### src/rtl/seg_scan_mux.sv
// Four-digit seven-segment scan multiplexer for a common-anode display.
// It blanks between digit slots and samples its inputs once per refresh frame.
module seg_scan_mux #(
  parameter int SCAN_DIVIDE  = 100000,
  parameter int BLANK_CYCLES = 1000
) (
  input  logic        clock,
  input  logic        reset,
  input  logic [15:0] value,
  input  logic        blank_leading,
  input  logic [3:0]  digit_enable,
  output logic [3:0]  digit_select,
  output logic [6:0]  seg
);

  localparam int CW = (SCAN_DIVIDE > 2) ? $clog2(SCAN_DIVIDE) : 1;
  localparam logic [CW-1:0] POS_LAST   = CW'(SCAN_DIVIDE - 1);
  localparam logic [CW-1:0] BLANK_LAST = CW'((BLANK_CYCLES > 0) ? BLANK_CYCLES - 1 : 0);

  typedef enum logic {
    ST_BLANK,
    ST_SHOW
  } state_t;

  // With no blanking gap configured, every slot opens directly in SHOW.
  localparam state_t SLOT_START = (BLANK_CYCLES > 0) ? ST_BLANK : ST_SHOW;

  // pos_q/digit_q/state_q describe the position the next rising edge will
  // display, so each output register lands on the edge that owns its position.
  logic [CW-1:0] pos_q, pos_d;
  logic [1:0]    digit_q, digit_d;
  state_t        state_q, state_d;

  logic [15:0]   snap_value_q;
  logic          snap_blank_q;
  logic [3:0]    snap_enable_q;

  logic          frame_start;
  logic [15:0]   cur_value;
  logic          cur_blank;
  logic [3:0]    cur_enable;
  logic [3:0]    nibble;
  logic          upper_zero;
  logic          dark;
  logic [3:0]    select_d;
  logic [6:0]    seg_d;

  function automatic logic [6:0] decode(input logic [3:0] hex);
    logic [6:0] pattern;
    unique case (hex)
      4'h0: pattern = 7'b1000000;
      4'h1: pattern = 7'b1111001;
      4'h2: pattern = 7'b0100100;
      4'h3: pattern = 7'b0110000;
      4'h4: pattern = 7'b0011001;
      4'h5: pattern = 7'b0010010;
      4'h6: pattern = 7'b0000010;
      4'h7: pattern = 7'b1111000;
      4'h8: pattern = 7'b0000000;
      4'h9: pattern = 7'b0010000;
      4'ha: pattern = 7'b0001000;
      4'hb: pattern = 7'b0000011;
      4'hc: pattern = 7'b1000110;
      4'hd: pattern = 7'b0100001;
      4'he: pattern = 7'b0000110;
      default: pattern = 7'b0001110;
    endcase
    return pattern;
  endfunction

  // The first slot of a frame decodes the inputs being captured on that same
  // edge; every later slot of the frame reads only the snapshot.
  always_comb begin
    frame_start = (pos_q == '0) && (digit_q == 2'd0);
    cur_value   = frame_start ? value         : snap_value_q;
    cur_blank   = frame_start ? blank_leading : snap_blank_q;
    cur_enable  = frame_start ? digit_enable  : snap_enable_q;
  end

  // NOTE: every always_comb output gets a default first so no path through
  // the case statements can leave a value held, which would infer a latch.
  always_comb begin
    nibble     = cur_value[{digit_q, 2'b00} +: 4];
    upper_zero = 1'b0;
    unique case (digit_q)
      2'd1:    upper_zero = (cur_value[15:4]  == 12'h000);
      2'd2:    upper_zero = (cur_value[15:8]  == 8'h00);
      2'd3:    upper_zero = (cur_value[15:12] == 4'h0);
      default: upper_zero = 1'b0;
    endcase
    dark = !cur_enable[digit_q] || (cur_blank && upper_zero);
  end

  always_comb begin
    state_d = state_q;
    unique case (state_q)
      ST_BLANK: if (pos_q == BLANK_LAST) state_d = ST_SHOW;
      ST_SHOW:  if (pos_q == POS_LAST)   state_d = SLOT_START;
      default:  state_d = SLOT_START;
    endcase

    if (pos_q == POS_LAST) begin
      pos_d   = '0;
      digit_d = digit_q + 2'd1;
    end else begin
      pos_d   = pos_q + 1'b1;
      digit_d = digit_q;
    end

    select_d = 4'b1111;
    seg_d    = 7'b1111111;
    if (state_q == ST_SHOW && !dark) begin
      select_d = ~(4'b0001 << digit_q);
      seg_d    = decode(nibble);
    end
  end

  // NOTE: sequential state uses non-blocking assignments so every register
  // samples the pre-edge values regardless of statement order.
  always_ff @(posedge clock) begin
    if (reset) begin
      pos_q         <= '0;
      digit_q       <= 2'd0;
      state_q       <= SLOT_START;
      snap_value_q  <= 16'h0000;
      snap_blank_q  <= 1'b0;
      snap_enable_q <= 4'b0000;
      digit_select  <= 4'b1111;
      seg           <= 7'b1111111;
    end else begin
      pos_q        <= pos_d;
      digit_q      <= digit_d;
      state_q      <= state_d;
      digit_select <= select_d;
      seg          <= seg_d;
      if (frame_start) begin
        snap_value_q  <= value;
        snap_blank_q  <= blank_leading;
        snap_enable_q <= digit_enable;
      end
    end
  end

endmodule

### config.mk
export PLATFORM = sky130hd
export DESIGN_NAME = seg_scan_mux
export DESIGN_NICKNAME = d
export VERILOG_FILES = /design/src/rtl/seg_scan_mux.sv
export SDC_FILE = /design/constraint.sdc
export NUM_CORES = 1
export LEC_CHECK = 0
export CELL_PAD_IN_SITES_DETAIL_PLACEMENT = 0
export CELL_PAD_IN_SITES_GLOBAL_PLACEMENT = 1
export CORE_MARGIN = 2
export CORE_UTILIZATION = 42
export DETAILED_ROUTE_END_ITERATION = 8
export PLACE_DENSITY_LB_ADDON = 0.1
export SYNTH_ARGS = -nofsm -noshare
export SYNTH_HDL_FRONTEND = slang
export SYNTH_SLANG_ARGS = --single-unit
### constraint.sdc
create_clock -name clock -period 4 [get_ports clock]
set_input_delay 0.8 -clock clock [delete_from_list [all_inputs] [get_ports clock]]
set_output_delay 0.8 -clock clock [all_outputs]
set_load 0.005 [all_outputs]
## Yosys cells after proc, flatten, opt, wreduce, memory -nomap -nowiden

Memory sizes are Yosys's and may differ from the RTL's. A register that Yosys moved wholly into a read port is not among the register bits.
Cells that the tools add are included.

| storage, ports and cells | value |
|---|---|
| bits in latches | 0 |
| output and inout port bits | 11 |
| bits in read-only memories | 112 |
| bits of input ports | 23 |
| memories kept | 1 |
| RAM bits | 0 |
| register bits | 45 |

Memory list:

| name | depth | width | rd ports | clocked after memory_dff | write ports | line | source |
|---|---|---|---|---|---|---|---|
| (no name shown) | 16 | 7 | 1 | 1 | 0 | 50 | `unique case (hex)` |

| cells by class | value |
|---|---|
| div/mod/pow operators | 0 |
| order comparisons | 1 |
| reduce and logical (&&, ||, !) cells | 13 |
| mux-type cells | 9 |
| bitwise gates (word level) | 3 |
| shift-type cells | 2 |
| add/sub/neg operators | 2 |
| equality and inequality tests | 5 |
| multiply operators | 0 |

Operator list:

| kind | count |
|---|---|
| adder 17 x 1 -> 17 bit, second input constant | 1 |
| == test 17 x 10 -> 1 bit, second input constant | 1 |
| == test 17 bit, second input constant | 1 |
| logical NOT 17 bit | 1 |
| 2-to-1 mux 16 bit | 1 |
| indexed part select 16 x 5 -> 4 bit | 1 |
| logical NOT 12 bit | 1 |
| logical NOT 8 bit | 1 |
| == test 2 bit, second input constant | 2 |
| logical NOT 4 bit | 1 |
| 2-to-1 mux 1 bit | 4 |
| 2-to-1 mux 4 bit | 1 |
| NOT 4 bit | 1 |
| OR reduction 2 bit | 2 |
| left shift 1 x 2 -> 4 bit, first input constant | 1 |
| logical AND 1 bit | 3 |
| less-than comparator 2 x 3 -> 1 bit, second input constant | 1 |
| case mux 1 bit (3 select lines) | 1 |
| adder 2 x 1 -> 2 bit, second input constant | 1 |
| binary-select mux 1 bit (select 2 bit) | 1 |
| == test 2 x 1 -> 1 bit, second input constant | 1 |
| logical NOT 1 bit | 2 |
| logical NOT 2 bit | 1 |
| NOT 1 bit | 2 |
| other kinds (2) | 2 |

## Longest topological paths before layout

Gate-level depths: netlist (run 1).

| logic depth | value |
|---|---|
| depth after elaboration | 11 |
| mapped depth | 15 |
| mapped depth without buffers | 13 |

## Worst setup path after synthesis (run 1)

No wires, ideal clock.

| timing | value |
|---|---|
| path type | reg-to-reg |
| start point | reg digit_q[0] |
| end point | reg seg[0] |
| setup time | 126 ps |
| data arrival time | 3155 ps |
| period minus slack after synthesis | 3281 ps |
| slack | 719 ps |
| data required time | 3874 ps |
| path buffers | 2 |
| cell stages (with the launch flop) | 14 |
| cell sequence | dfxtp_1 > clkbuf_1 > inv_1 > buf_2 > ha_1 > nor4b_4 > nand4_4 > nor2_8 > mux2i_1 > mux4_2 > ha_1 > o41a_1 > a32oi_1 > o21ai_0 |

| on the way | value |
|---|---|
| longest elaborated chain between the ends | 11 |
| elaborated cells on any way between the ends | 22 |
| classes of those cells | eq/ne: 3; shift: 1; mux: 6; bitwise: 1; reduce/logical: 11 |

Ends and longest elaborated chain:

| element | line | source |
|---|---|---|
| from (decl) | 31 | `logic [1:0] digit_q, digit_d;` |
| from (signal assigned) | 132 | `digit_q <= digit_d;` |
| logical NOT 2 bit | 74 | `frame_start = (pos_q == '0) && (digit_q == 2'd0);` |
| logical AND 1 bit | 74 |  |
| 2-to-1 mux 16 bit / 2-to-1 mux 4 bit (equally long branches) | -- |  |
| logical NOT 12 bit, or another cell as far along | 86 | `2'd1: upper_zero = (cur_value[15:4] == 12'h000);` |
| case mux 1 bit (3 select lines) / 2-to-1 mux 1 bit (equally long branches) | 85, 91 |  |
| logical AND 1 bit / logical NOT 1 bit (equally long branches) | 91 | `dark = !cur_enable[digit_q] \|\| (cur_blank && upper_zero);` |
| logical OR 1 bit | 91 |  |
| logical NOT 1 bit | 112 | `if (state_q == ST_SHOW && !dark) begin` |
| logical AND 1 bit | 112 |  |
| NOT 1 bit (no source line) | -- |  |
| OR reduction 2 bit (no source line) | -- |  |
| to (decl) | 13 | `output logic [6:0] seg` |

Several ways; a longest one is shown, not always the timed one. The select of a mux whose other input is x is not followed.
A chain may end at the register's enable or synchronous reset.

## Worst setup path after layout (run 1)

| timing | value |
|---|---|
| start point | reg digit_q[1] |
| end point | reg seg[0] |

Same word-level chain as after synthesis.

==> results_dict.tcl, run 1 <==
set metrics [dict create \
    slowest_delay_ns 0.57 \
    use_met1_pct 25.20 \
    postSynthAreaPerCell_um2 9.101 \
    areaGrowthSynthToFinish_pct 19.04 \
    drc 0 \
    cts_tree "done" \
    layout_common_cells "52 x dfxtp_1, 49 x nor2_1, 37 x nand2_1, 33 x clkdlybuf4s50_1, 24 x mux2i_1" \
    hold_viol_final 0 \
    period_minus_slack_ns 3.472 \
    final_util_pct 51.09 \
    syn-cell-area_um2 2694 \
    p_seq_share_pct 48.2 \
    yosysSeqAreaShare_pct 38.64 \
    start_util_pct 42.91 \
    clk_pin_slew_worst_paths_ns 0.10 \
    netSwitchingFraction_pct 27.76 \
    design_area_um2 3207 \
    worst_slack_ns 0.5280 \
    synth_seq_cells 52 \
    grt.overflow.total 0 \
    io_pins 34 \
    gr-usage-met2_pct 26.55 \
    drtIter0Drc 99 \
    synth.net_count 332 \
    routed_wl_um 5878 \
    hold_path.class "reg2reg" \
    rows 29 \
    worst_slew_pin_slew_ns 0.6239 \
    dpl.hpwl_um 4452 \
    crit_type "reg2reg" \
    drtAntennaViolNets 0 \
    grt_max_degree 27 \
    setup_viol 0 \
    async_flop_share_pct 0 \
    slowest_stage "mux4_2" \
    clock_latency_ns 0.31 \
    postCtsSetupRepairBufs 0 \
    gp_congestion 0.7976 \
    startpoint_type "flop" \
    synth_flop_cell "dfxtp_1" \
    cts_buffers 5 \
    final_common_cell "dfxtp_1" \
    period_share_pct 86.80 \
    place_area_um2 3092 \
    clock.fmax_mhz 288.0 \
    drtPass1Iterations 4 \
    p_total_uw 1153 \
    grtUsageMet3_pct 3.066 \
    end_kind "flop" \
    clkSinkCount 52 \
    crit_path_cell_trace "inv_1, ha_1, nor4b_4, nand4_4, nor2_8, mux2i_1, mux4_2, ha_1, o41a_1, a32oi_1, o21ai_0" \
    cellLeakagePower_uw 0.001285 \
    core_um2 6277 \
    ir_drop_uv 205.0 \
    p_int_uw 833.1 \
    nets 363 \
    synth_enable_flop_cells 0 \
    n_antenna_cell 0 \
    netlist_instances 296 \
    wire_per_inst_um 14.51 \
    root_buffer "clkbuf_8" \
    path_max_fanout 10 \
    fin_worst_skew_ns 0.006818 \
    dieArea_um2 7070 \
    pre_cts_ws_ns 0.5571 \
    rsz0062_at_grt "false" \
    clock_path_buffers 2 \
    clkPwrFrac_pct 32.5 \
    ys.warnings.count 0 \
    grt_antenna_before_repair 0 \
    path_common_cell "ha_1" \
    avgViaCountPerCell 5.264 \
    drive_gt1_share_pct 8.537 \
    die_h_um 84.09 \
    htreeDepth 2 \
    outcome "complete, no violations" \
    die_x_um 84.09 \
    post_cts_resized 0 \
    grt_pass1_wl_um 9853 \
    power.density_nw_per_um2 359.6 \
    fillers 619 \
    busiest_layer "met2" \
    cp.arrival_ns 3.65 \
    comb_power_share_pct 19.3 \
    worstPathRequired_ns 4.18 \
    port_buffers 33 \
    p_sw_uw 320.1 \
    max_slew_margin_pct 57.22 \
    num_vias 2132 \
    ctsHoldBuffers 0 \
    grt_use_total_pct 17.33 \
    cap_violations 0 \
    ys_types 48 \
    finalSetupTns_ns 0 \
    drv_slew 0 \
    grt_pass1_vias 2040 \
]
## metrics by stage
step                      instances  hold slack (ns)
after floorplan                 296           0.4297
after global placement          397           0.4480
after detailed placement        397           0.4603
after CTS                       405           0.4869
after global routing            405           0.5307
final                           405           0.4816
## final timing paths
path	slack (ns)	cells past startpoint	start	end
setup / recovery	0.53	11	digit_q[1]	seg[0]
hold reg to reg	0.48	1	pos_q[0]	pos_q[0]
setup reg to reg	0.53	11	digit_q[1]	seg[0]
hold / removal	0.48	1	pos_q[0]	pos_q[0]
## metal layers
metal / part of all wire [%] / routed length [um]
met2: 43 / 2508
met3: 3.8 / 225
met4: 0.99 / 58
met1: 52 / 3085
met5: 0 / 0
## power by group through the flow
stage          logic (uW)  registers (uW)  clock network (uW)
3_5_place_dp          222             568                   0
2_1_floorplan         164             563                   0
3_3_place_gp          222             568                   0
4_1_cts               223             556                 390
5_1_grt               246             559                 405
6_report              223             556                 374
## cell usage after synthesis, types with 3 or more instances
library cell | number | area (um2)
nand2_1 | 37 | 138.9
nand3_1 | 13 | 65.06
nor2_1 | 49 | 183.9
xor2_1 | 11 | 96.34
and2_1 | 3 | 18.77
dfxtp_1 | 52 | 1041
a21oi_1 | 5 | 25.02
buf_2 | 5 | 25.02
mux2i_1 | 24 | 240.2
inv_1 | 10 | 37.54
o211ai_1 | 3 | 22.52
ha_1 | 13 | 162.7
clkbuf_1 | 7 | 26.28
nor4_1 | 6 | 37.54
nor3_1 | 3 | 15.01
o21ai_0 | 7 | 35.03
xnor2_1 | 5 | 43.79
mux4_2 | 5 | 112.6
## cells by family (layout without fill, tap and decap cells)
| logic type | after synthesis | count (layout) | share of synthesized area, % |
|---|---|---|---|
| AO/OA/AOI/OAI | 33 | 33 | 8.732 |
| adder cells (fa/ha/maj) | 13 | 13 | 6.038 |
| flip-flops | 52 | 52 | 38.64 |
| multiplexers | 31 | 31 | 14.07 |
| AND/OR/NAND/NOR | 128 | 128 | 23.73 |
| buffers and inverters | 23 | 55 | 3.577 |
| XOR/XNOR | 16 | 16 | 5.202 |
## registers in the layout, summed over array words and instances, names as in the netlist
name	count
snap_value_q	16
state_q	1
seg	7
digit_q	2
snap_enable_q	4
digit_select	4
snap_blank_q	1
pos_q	17
## final cells by class
class,instances,area [um2],share of cell area [%]
Sequential cell,52,1041,32.46
Multi-Input combinational cell,221,1556,48.54
Tap cell,77,96.34,3.004
Timing Repair Buffer,37,360.3,11.24
Inverter,10,37.54,1.171
Clock inverter,3,46.29,1.444
Clock buffer,5,68.82,2.146
## critical path: cells and delay by family (launching register included)
kind | cells | cell delay (ns)
fa+ha+maj | 2 | 0.51
simple gates | 3 | 0.71
flops | 1 | 0.45
compound gates | 3 | 0.68
mux | 2 | 0.71
buf+inv | 1 | 0.28
(Power assumes the default switching activity.)
==> run 2, diff against run 1 <==
Settings changed: CORE_ASPECT_RATIO from default to 1.25.
==> run 2 against run 1 <==
Clock skew is 0.0014 ns lower. Die area is essentially flat. Via count grew 0.61%. Power fell by 8.1%. Count of clock-buffer cells in the layout rose by 1. Setup slack better by 0.0074 ns. Critical path type unchanged. Largest power group unchanged.
==> results_dict.tcl, run 2 (synthesized netlist as in run 1, its figures left out) <==
set metrics [dict create \
    startpoint_type "flop" \
    cellLeakagePower_uw 0.001266 \
    ir_drop_uv 142.7 \
    port_buffers 33 \
    slowest_stage "mux4_2" \
    finalSetupTns_ns 0 \
    clock_latency_ns 0.30 \
    crit_path_cell_trace "inv_1, ha_1, nor4b_4, nand4_4, nor2_8, mux2i_1, mux4_2, inv_1, ha_1, inv_1, o311ai_0, a31o_2" \
    hold_viol_final 0 \
    htreeDepth 2 \
    avgViaCountPerCell 5.219 \
    drtPass1Iterations 4 \
    max_slew_margin_pct 44.82 \
    dpl.hpwl_um 4608 \
    root_buffer "clkbuf_8" \
    start_util_pct 43.41 \
    worstPathRequired_ns 4.25 \
    clock_path_buffers 2 \
    cts_tree "done" \
    worst_slew_pin_slew_ns 0.8202 \
    io_pins 34 \
    crit_buf_inv 3 \
    drv_slew 0 \
    gp_congestion 0.8039 \
    path_common_cell "inv_1" \
    clkSinkCount 52 \
    crit_type "reg2reg" \
    grt_use_total_pct 18.81 \
    drive_gt1_share_pct 7.669 \
    period_share_pct 86.62 \
    hold_path.class "reg2reg" \
    fin_worst_skew_ns 0.005380 \
    nets 362 \
    post_cts_resized 0 \
    drtAntennaViolNets 0 \
    rows 32 \
    cap_violations 0 \
    final_common_cell "dfxtp_1" \
    setup_viol 0 \
    num_vias 2145 \
    grt_pass1_wl_um 10050 \
    largest_reg_flops 17 \
    period_minus_slack_ns 3.465 \
    clk_pin_slew_worst_paths_ns 0.09 \
    drc 0 \
    grt_max_degree 27 \
    grt_antenna_before_repair 0 \
    grt.overflow.total 0 \
    power.density_nw_per_um2 334.1 \
    drtIter0Drc 92 \
    grt_pass1_vias 2131 \
    cts_buffers 5 \
    register_area_um2 1041 \
    p_total_uw 1060 \
    clock.fmax_mhz 288.6 \
    ctsHoldBuffers 0 \
    die_h_um 93.54 \
    layout_common_cells "52 x dfxtp_1, 49 x nor2_1, 37 x nand2_1, 33 x clkdlybuf4s50_1, 24 x mux2i_1" \
    multi_input_area_um2 1556 \
    outcome "complete, no violations" \
    reg_top3 "pos_q x17, snap_value_q x16, seg x7" \
    die_x_um 75.63 \
    fillers 601 \
    cp_top_family "multiplexers" \
    path_max_fanout 10 \
    postCtsSetupRepairBufs 0 \
    core_um2 6206 \
    dieArea_um2 7074 \
    rsz0062_at_grt "false" \
    routed_wl_um 6126 \
    n_antenna_cell 0 \
    regMostFlops "pos_q" \
    end_kind "flop" \
    slowest_delay_ns 0.59 \
    cp.arrival_ns 3.71 \
    wire_per_inst_um 14.91 \
    hold_slack_ns 0.4662 \
    areaGrowthSynthToFinish_pct 17.74 \
]
run 2: changes by cell type in the layout (fill, tap and decap cells not counted), sizes merged:
cell / previous run / this run
buf: 4 / 3
bufinv: 1 / 0
clkbuf: 5 / 6
clkinv: 0 / 1
clkinvlp: 1 / 0
inv: 11 / 10
run 2: worst paths after layout:
kind              startpoint       end  slack, ns  cells after the start
hold / removal      pos_q[0]  pos_q[0]       0.47                      1
setup / recovery  digit_q[1]    seg[4]       0.54                     12
hold reg to reg     pos_q[0]  pos_q[0]       0.47                      1
setup reg to reg  digit_q[1]    seg[4]       0.54                     12
run 2: layer usage:
| layer | routed length [um] | up-vias | global-route usage, % |
|---|---|---|---|
| li1 | - | 1087 | - |
| met1 | 2661 | 1023 | 22.42 |
| met2 | 3244 | 31 | 33.41 |
| met3 | 155 | 4 | 3.233 |
| met4 | 65 | 0 | 5.848 |
| met5 | 0 | - | 0 |
run 2: where the power goes:
group | internal [uW] | leakage [uW] | switching [uW]
combinational | 104 | 0.000801 | 120
sequential | 541 | 0.000424 | 15.9
clock | 119 | 0.0000410 | 160
run 2: layout make-up:
cell class / instances / area share, %
clock buffers: 6 / 2.288
inverters: 10 / 1.183
multi-input cells: 221 / 49.07
well taps: 85 / 3.353
repair buffers: 36 / 11.12
flip-flops and latches: 52 / 32.82
clock inverters: 1 / 0.1578
run 2: per-stage QoR:
step	instance area (um2)	utilization, %	instances	setup slack [ns]
after detailed placement	3094	49.86	404	0.5692
after global placement	3094	49.86	404	0.6946
final	3172	51.11	411	0.5354
after floorplan	2694	-	296	0.7190
after CTS	3172	51.11	411	0.5486
after global routing	3172	51.11	411	0.3053
==> run 3, diff against run 2 <==
Settings changed: SKIP_LAST_GASP from default to 1.
==> results of run 3 <==
Same layout as run 2: the final DEF is identical, and so are final timing and power.
